### src/rtl/div_unit_pkg.sv
// rtl/div_unit_pkg.sv - shared state encoding, cycle count and sign helper for div_unit
package div_unit_pkg;

  // One restoring step per bit of the 32-bit dividend.
  localparam int DIV_CYCLES = 32;

  typedef enum logic [1:0] {
    S_IDLE = 2'd0,
    S_RUN  = 2'd1,
    S_FIX  = 2'd2,
    S_DONE = 2'd3
  } div_state_t;

  // Two's complement negate when neg is set. The result is read as unsigned,
  // so 0x8000_0000 maps onto itself and still yields the right magnitude.
  function automatic logic [31:0] cond_neg(input logic [31:0] v, input logic neg);
    return neg ? (~v + 32'd1) : v;
  endfunction

endpackage

### src/rtl/div_step.sv
// rtl/div_step.sv - one combinational restoring-division step
//
// Ports:
//   i_rem      partial remainder entering the step (always < i_divisor)
//   i_divisor  divisor magnitude
//   i_bit      next dividend bit, MSB first
//   o_rem      partial remainder leaving the step
//   o_q_bit    quotient bit produced by the step
module div_step #(
  parameter int DATA_W = 32
) (
  input  logic [DATA_W-1:0] i_rem,
  input  logic [DATA_W-1:0] i_divisor,
  input  logic              i_bit,
  output logic [DATA_W-1:0] o_rem,
  output logic              o_q_bit
);

  // The shifted remainder can reach 2*divisor-1, which needs one extra bit.
  // A second extra bit carries the borrow of the trial subtraction.
  logic [DATA_W:0]   w_shifted;
  logic [DATA_W+1:0] w_trial;

  assign w_shifted = {i_rem, i_bit};
  assign w_trial   = {1'b0, w_shifted} - {2'b00, i_divisor};
  assign o_q_bit   = ~w_trial[DATA_W+1];

  // Both candidates fit in DATA_W bits: the difference is below the divisor
  // when kept, and the shifted value is below the divisor when restored.
  assign o_rem = o_q_bit ? w_trial[DATA_W-1:0] : w_shifted[DATA_W-1:0];

endmodule

### src/rtl/div_unit.sv
// rtl/div_unit.sv - iterative 32-bit signed/unsigned divider for HI/LO writeback
//
// Ports:
//   i_clk, i_resetn   clock, asynchronous active-low reset
//   i_start           launch request, honoured only in IDLE
//   i_signed_div      1 = DIV (two's complement), 0 = DIVU
//   i_annul           cancel an in-flight divide; dominates i_start
//   i_a, i_b          dividend / divisor, sampled with i_start
//   o_busy            high in RUN and FIX
//   o_done            one-cycle pulse, results valid
//   o_hi_out          remainder
//   o_lo_out          quotient
//   o_div_zero        divisor was zero, valid with o_done
module div_unit
  import div_unit_pkg::*;
#(
  parameter int DATA_W = 32
) (
  input  logic              i_clk,
  input  logic              i_resetn,
  input  logic              i_start,
  input  logic              i_signed_div,
  input  logic              i_annul,
  input  logic [DATA_W-1:0] i_a,
  input  logic [DATA_W-1:0] i_b,
  output logic              o_busy,
  output logic              o_done,
  output logic [DATA_W-1:0] o_hi_out,
  output logic [DATA_W-1:0] o_lo_out,
  output logic              o_div_zero
);

  localparam logic [5:0] LAST_CNT = 6'(DIV_CYCLES - 1);

  div_state_t        r_state;
  div_state_t        w_next;
  logic [5:0]        r_cnt;
  logic [DATA_W-1:0] r_rem;
  // Holds the dividend magnitude; quotient bits shift in from the bottom
  // as dividend bits leave from the top.
  logic [DATA_W-1:0] r_quo;
  logic [DATA_W-1:0] r_div;
  logic              r_neg_q;
  logic              r_neg_r;
  logic [DATA_W-1:0] r_hi;
  logic [DATA_W-1:0] r_lo;
  logic              r_dz;

  logic              w_launch;
  logic              w_b_zero;
  logic              w_a_neg;
  logic              w_b_neg;
  logic [DATA_W-1:0] w_rem_next;
  logic              w_q_bit;

  assign w_launch = (r_state == S_IDLE) && i_start && !i_annul;
  assign w_b_zero = (i_b == '0);
  assign w_a_neg  = i_signed_div && i_a[DATA_W-1];
  assign w_b_neg  = i_signed_div && i_b[DATA_W-1];

  div_step #(.DATA_W(DATA_W)) u_step (
    .i_rem     (r_rem),
    .i_divisor (r_div),
    .i_bit     (r_quo[DATA_W-1]),
    .o_rem     (w_rem_next),
    .o_q_bit   (w_q_bit)
  );

  always_ff @(posedge i_clk or negedge i_resetn) begin
    if (!i_resetn) begin
      r_state <= S_IDLE;
    end else begin
      r_state <= w_next;
    end
  end

  always_comb begin
    w_next = r_state;
    o_busy = 1'b0;
    o_done = 1'b0;
    case (r_state)
      S_IDLE: begin
        if (w_launch) begin
          w_next = w_b_zero ? S_DONE : S_RUN;
        end
      end
      S_RUN: begin
        o_busy = 1'b1;
        if (i_annul) begin
          w_next = S_IDLE;
        end else if (r_cnt == LAST_CNT) begin
          w_next = S_FIX;
        end
      end
      S_FIX: begin
        o_busy = 1'b1;
        w_next = i_annul ? S_IDLE : S_DONE;
      end
      S_DONE: begin
        // The result is already committed, so a late annul cannot retract it.
        o_done = 1'b1;
        w_next = S_IDLE;
      end
      default: w_next = S_IDLE;
    endcase
  end

  always_ff @(posedge i_clk or negedge i_resetn) begin
    if (!i_resetn) begin
      r_cnt   <= '0;
      r_rem   <= '0;
      r_quo   <= '0;
      r_div   <= '0;
      r_neg_q <= 1'b0;
      r_neg_r <= 1'b0;
      r_hi    <= '0;
      r_lo    <= '0;
      r_dz    <= 1'b0;
    end else begin
      case (r_state)
        S_IDLE: begin
          if (w_launch) begin
            r_cnt   <= '0;
            r_rem   <= '0;
            r_quo   <= cond_neg(i_a, w_a_neg);
            r_div   <= cond_neg(i_b, w_b_neg);
            r_neg_q <= w_a_neg ^ w_b_neg;
            r_neg_r <= w_a_neg;
            if (w_b_zero) begin
              r_lo <= '1;
              r_hi <= i_a;
              r_dz <= 1'b1;
            end
          end
        end
        S_RUN: begin
          r_rem <= w_rem_next;
          r_quo <= {r_quo[DATA_W-2:0], w_q_bit};
          r_cnt <= r_cnt + 6'd1;
        end
        S_FIX: begin
          // Sign correction is folded into the result write so the outputs
          // change exactly on entry to DONE.
          if (!i_annul) begin
            r_lo <= cond_neg(r_quo, r_neg_q);
            r_hi <= cond_neg(r_rem, r_neg_r);
            r_dz <= 1'b0;
          end
        end
        S_DONE: begin
        end
        default: begin
        end
      endcase
    end
  end

  assign o_hi_out   = r_hi;
  assign o_lo_out   = r_lo;
  assign o_div_zero = r_dz;

endmodule

### config.mk
export PLATFORM = sky130hd
export DESIGN_NAME = div_unit
export DESIGN_NICKNAME = d
export VERILOG_FILES = /design/src/rtl/div_unit_pkg.sv /design/src/rtl/div_step.sv /design/src/rtl/div_unit.sv
export SDC_FILE = /design/constraint.sdc
export NUM_CORES = 1
export LEC_CHECK = 0
export BUFFER_PORTS_ARGS = -buffer_cell sky130_fd_sc_hd__buf_2
export CORE_ASPECT_RATIO = 0.9
export CORE_MARGIN = 10
export CORE_UTILIZATION = 57
export CTS_BUF_LIST = sky130_fd_sc_hd__clkbuf_8
export DETAILED_ROUTE_END_ITERATION = 10
export PLACE_DENSITY = 0.78
export SETUP_SLACK_MARGIN = 0.4
export SLEW_MARGIN = 20
export SYNTH_ARGS = -nofsm -noshare
export SYNTH_HDL_FRONTEND = slang
export SYNTH_SLANG_ARGS = --single-unit
### constraint.sdc
create_clock -name i_clk -period 3.75 [get_ports i_clk]
set_input_delay 0.75 -clock i_clk [delete_from_list [all_inputs] [get_ports i_clk]]
set_output_delay 0.75 -clock i_clk [all_outputs]
set_load 0.01 [all_outputs]
==> metrics.yaml <==
final_layout:
  drive_gt1_frac: 0.151
  final_nets: 1598
  utilization: 0.648
  area.growth.synth_to_final_pct: 12.6
timing:
  skew_ns: 0.0127
  setup-violations-final: 0
  max_freq_mhz: 318
  slew_headroom: 0.450
  finalCritPeriodShare: 0.838
  finalMaxSlewViolations: 0
  period_minus_slack_ns: 3.14
  worst_pin_slew_ns: 0.824
  rsz0062_at_grt: "no"
  hold_violations: 0
global_route:
  grt_max_degree: 90
  grt_pass1_wl_microns: 52200
  track_usage: 0.238
  grt_pass1_vias: 10200
  grt-ovfl-total: 0
  antenna_found_initial: 1
critical_path:
  crit_arrival_ns: 3.50
  worstSetupStartpointType: "flop"
  crit_required_ns: 4.11
  critical_path.max_fanout: 21
  crit_type: "reg2reg"
  end_kind: "flop"
clocking:
  clock_latency_ns: 0.46
  cts_tree: "done"
  clock_path_buffers: 2
  postCtsSetupBuffers: 0
  cts_root_buf: "clkbuf_8"
  htree_levels: 4
  clk_pin_slew_worst_paths_ns: 0.10
  cts.sinks: 171
  cts_inserted_buffers: 17
floorplanning:
  die_area_sq_um: 26100
  die_w_microns: 169
  die_h_microns: 154
  fp-row-count: 49
  start_util: 0.575
  io_pins: 136
  core_sq_um: 19900
route:
  vias_per_cell: 6.01
  first_pass_iters: 6
  ant_nets: 0
  drtIter0Drc: 1071
  wl_met2_microns: 14600
  dr_wl_met3_microns: 2450
  wl_met1_microns: 13900
  vias: 10600
  drt-total-wl_microns: 31400
  detail_route.wl_per_cell_microns: 17.9
  drc: 0
  top_layer: "met4"
synthesis:
  synth-seq-cells: 171
  synth_cell_type_count: 67
  synth_seq_area_share: 0.374
  syn_inst: 1383
  synth_area_per_cell_sq_um: 8.26
  yosys_most_used_dff: "dfrtp_1"
  yosys_warnings: 0
  syn_area_sq_um: 11400
  synth_edf_count: 0
  syn-num-nets: 1495
  async_reset_ff_frac: 1.00
placed_design:
  place_congestion: 0.923
  io_buffers: 135
  hpwl_microns: 23800
power:
  pwr-share-clk: 0.133
  switchingPower_mw: 5.52
  intPower_mw: 6.16
  p_leak_nw: 5.62
  p_per_area_nw_per_um2: 907
  vdd_ir_drop_max_mv: 0.415
  netSwitchingFraction: 0.473
  p_comb_frac: 0.559
  p_seq_frac: 0.307
  report.power.total_mw: 11.7
hold_path:
  hold_path_class: "in2async"
outcome:
  status: "finished clean"
flow_run:
  cap_violations: 0
[power groups by stage]
| stage | Combinational, mW | Clock, mW | Sequential [mW] |
|---|---|---|---|
| 2_1_floorplan | 4.65 | 0 | 3.44 |
| 3_3_place_gp | 6.22 | 0 | 3.56 |
| 3_5_place_dp | 6.42 | 0 | 3.59 |
| 4_1_cts | 6.46 | 1.58 | 3.55 |
| 5_1_grt | 7.36 | 1.65 | 3.68 |
| 6_report | 6.54 | 1.56 | 3.59 |
[path summary, 6_finish.rpt]
path / start / end / slack, ns / cells past startpoint
setup / recovery: r_rem[4]$_DFFE_PN0P_ / r_rem[7]$_DFFE_PN0P_ / 0.61 / 11
hold / removal: i_resetn / r_div[5]$_DFFE_PN0P_ / 0.37 / 1
setup reg to reg: r_rem[4]$_DFFE_PN0P_ / r_rem[7]$_DFFE_PN0P_ / 0.61 / 11
hold reg to reg: r_div[30]$_DFFE_PN0P_ / r_div[30]$_DFFE_PN0P_ / 0.48 / 2
max in group asynchronous: i_resetn / o_hi_out[20]$_DFFE_PN0P_ / 2.52 / 2
min in group i_clk: r_div[30]$_DFFE_PN0P_ / r_div[30]$_DFFE_PN0P_ / 0.48 / 2
[repair_timing]
| item | CTS | global route |
|---|---|---|
| resized for setup | 0 | 11 |
| endpoints found under the setup margin | 0 | 91 |
| hold buffers | 0 | 0 |
[synth_stat cells, types with 7 or more instances]
library cell,instances,area share
a21o_1,7,0.0046
a21oi_1,91,0.040
a31oi_1,37,0.020
a32oi_1,8,0.0061
buf_2,9,0.0039
clkbuf_1,62,0.020
dfrtp_1,171,0.37
ha_1,42,0.046
inv_1,50,0.016
mux2i_1,29,0.025
nand2_1,211,0.069
nand2b_1,10,0.0055
nand3_1,15,0.0066
nor2_1,101,0.033
nor2b_1,7,0.0038
nor3_1,19,0.0083
nor4_1,11,0.0060
o211ai_1,9,0.0059
o21a_1,8,0.0053
o21ai_0,194,0.085
o31ai_1,29,0.019
o41ai_1,12,0.0092
or3_1,11,0.0060
or4_1,13,0.0085
xnor2_1,48,0.037
xor2_1,95,0.073
[layout make-up]
type                            count  area, sq um
Timing Repair Buffer              161          902
Tap cell                          255          319
Fill cell                        1702         6990
Antenna cell                        1         2.50
Inverter                           50          188
Sequential cell                   171         4280
Clock inverter                     15          235
Clock buffer                       17          234
Multi-Input combinational cell   1085         6710
[registers in the layout, indices dropped and copies added (netlist names)]
register and cells:
r_neg_q 1, r_rem 32, r_state 2, r_cnt 6, r_neg_r 1, o_div_zero 1, r_div 32, o_lo_out 32
r_quo 32, o_hi_out 32
[layer usage]
metal	GRT usage	up-vias
met5	0	-
met4	0.0554	0
met3	0.0509	29
met2	0.377	399
met1	0.327	5016
li1	-	5109
[layout by cell type (no fill, tap or decap), types with 8 or more instances in the layout]
master	instances
nand2_1	211
o21ai_0	193
dfrtp_1	170
buf_2	134
nor2_1	100
xor2_1	95
a21oi_1	91
inv_1	50
xnor2_1	48
ha_1	41
a31oi_1	37
mux2i_1	29
o31ai_1	28
buf_4	24
nor3_1	19
clkbuf_8	17
nand3_1	14
or4_1	13
o41ai_1	12
or3_1	11
nor4_1	11
nand2b_1	10
o211ai_1	9
a32oi_1	8
[cell families (layout without fill, tap and decap cells)]
logic type,Yosys count,in the layout,share of synthesized area
xor gates and xnor gates,143,143,0.110
adders and majority gates,43,43,0.0477
other,0,1,0
and+or+nand+nor,429,429,0.169
muxes,31,31,0.0274
AOI/OAI and AO/OA,439,439,0.229
DFF,171,171,0.374
buffers and inverters,127,243,0.0427
[per-stage QoR]
stage	hold WS, ns	area (sq um)	setup TNS [ns]	instances	setup slack, ns
finish	0.370	12900	0	1755	0.609
global placement	0.459	12400	0	1722	0.0824
detailed placement	0.470	12400	-0.346	1722	-0.0520
floorplan	0.450	11400	0	1383	0.730
global route	0.421	12900	0	1755	0.440
CTS	0.380	12800	0	1754	0.437
[worst max-delay path: stages, from the launching register on]
cell and delay, ns:
dfrtp_1 0.49, ha_1 0.41, o21a_1 0.19, o211ai_1 0.21
a31o_2 0.15, a21boi_1 0.13, a211o_2 0.40, a221o_1 0.36
buf_4 0.24, nor2_1 0.16, a21oi_1 0.07, a22o_1 0.21
(Power assumes the default switching activity.)
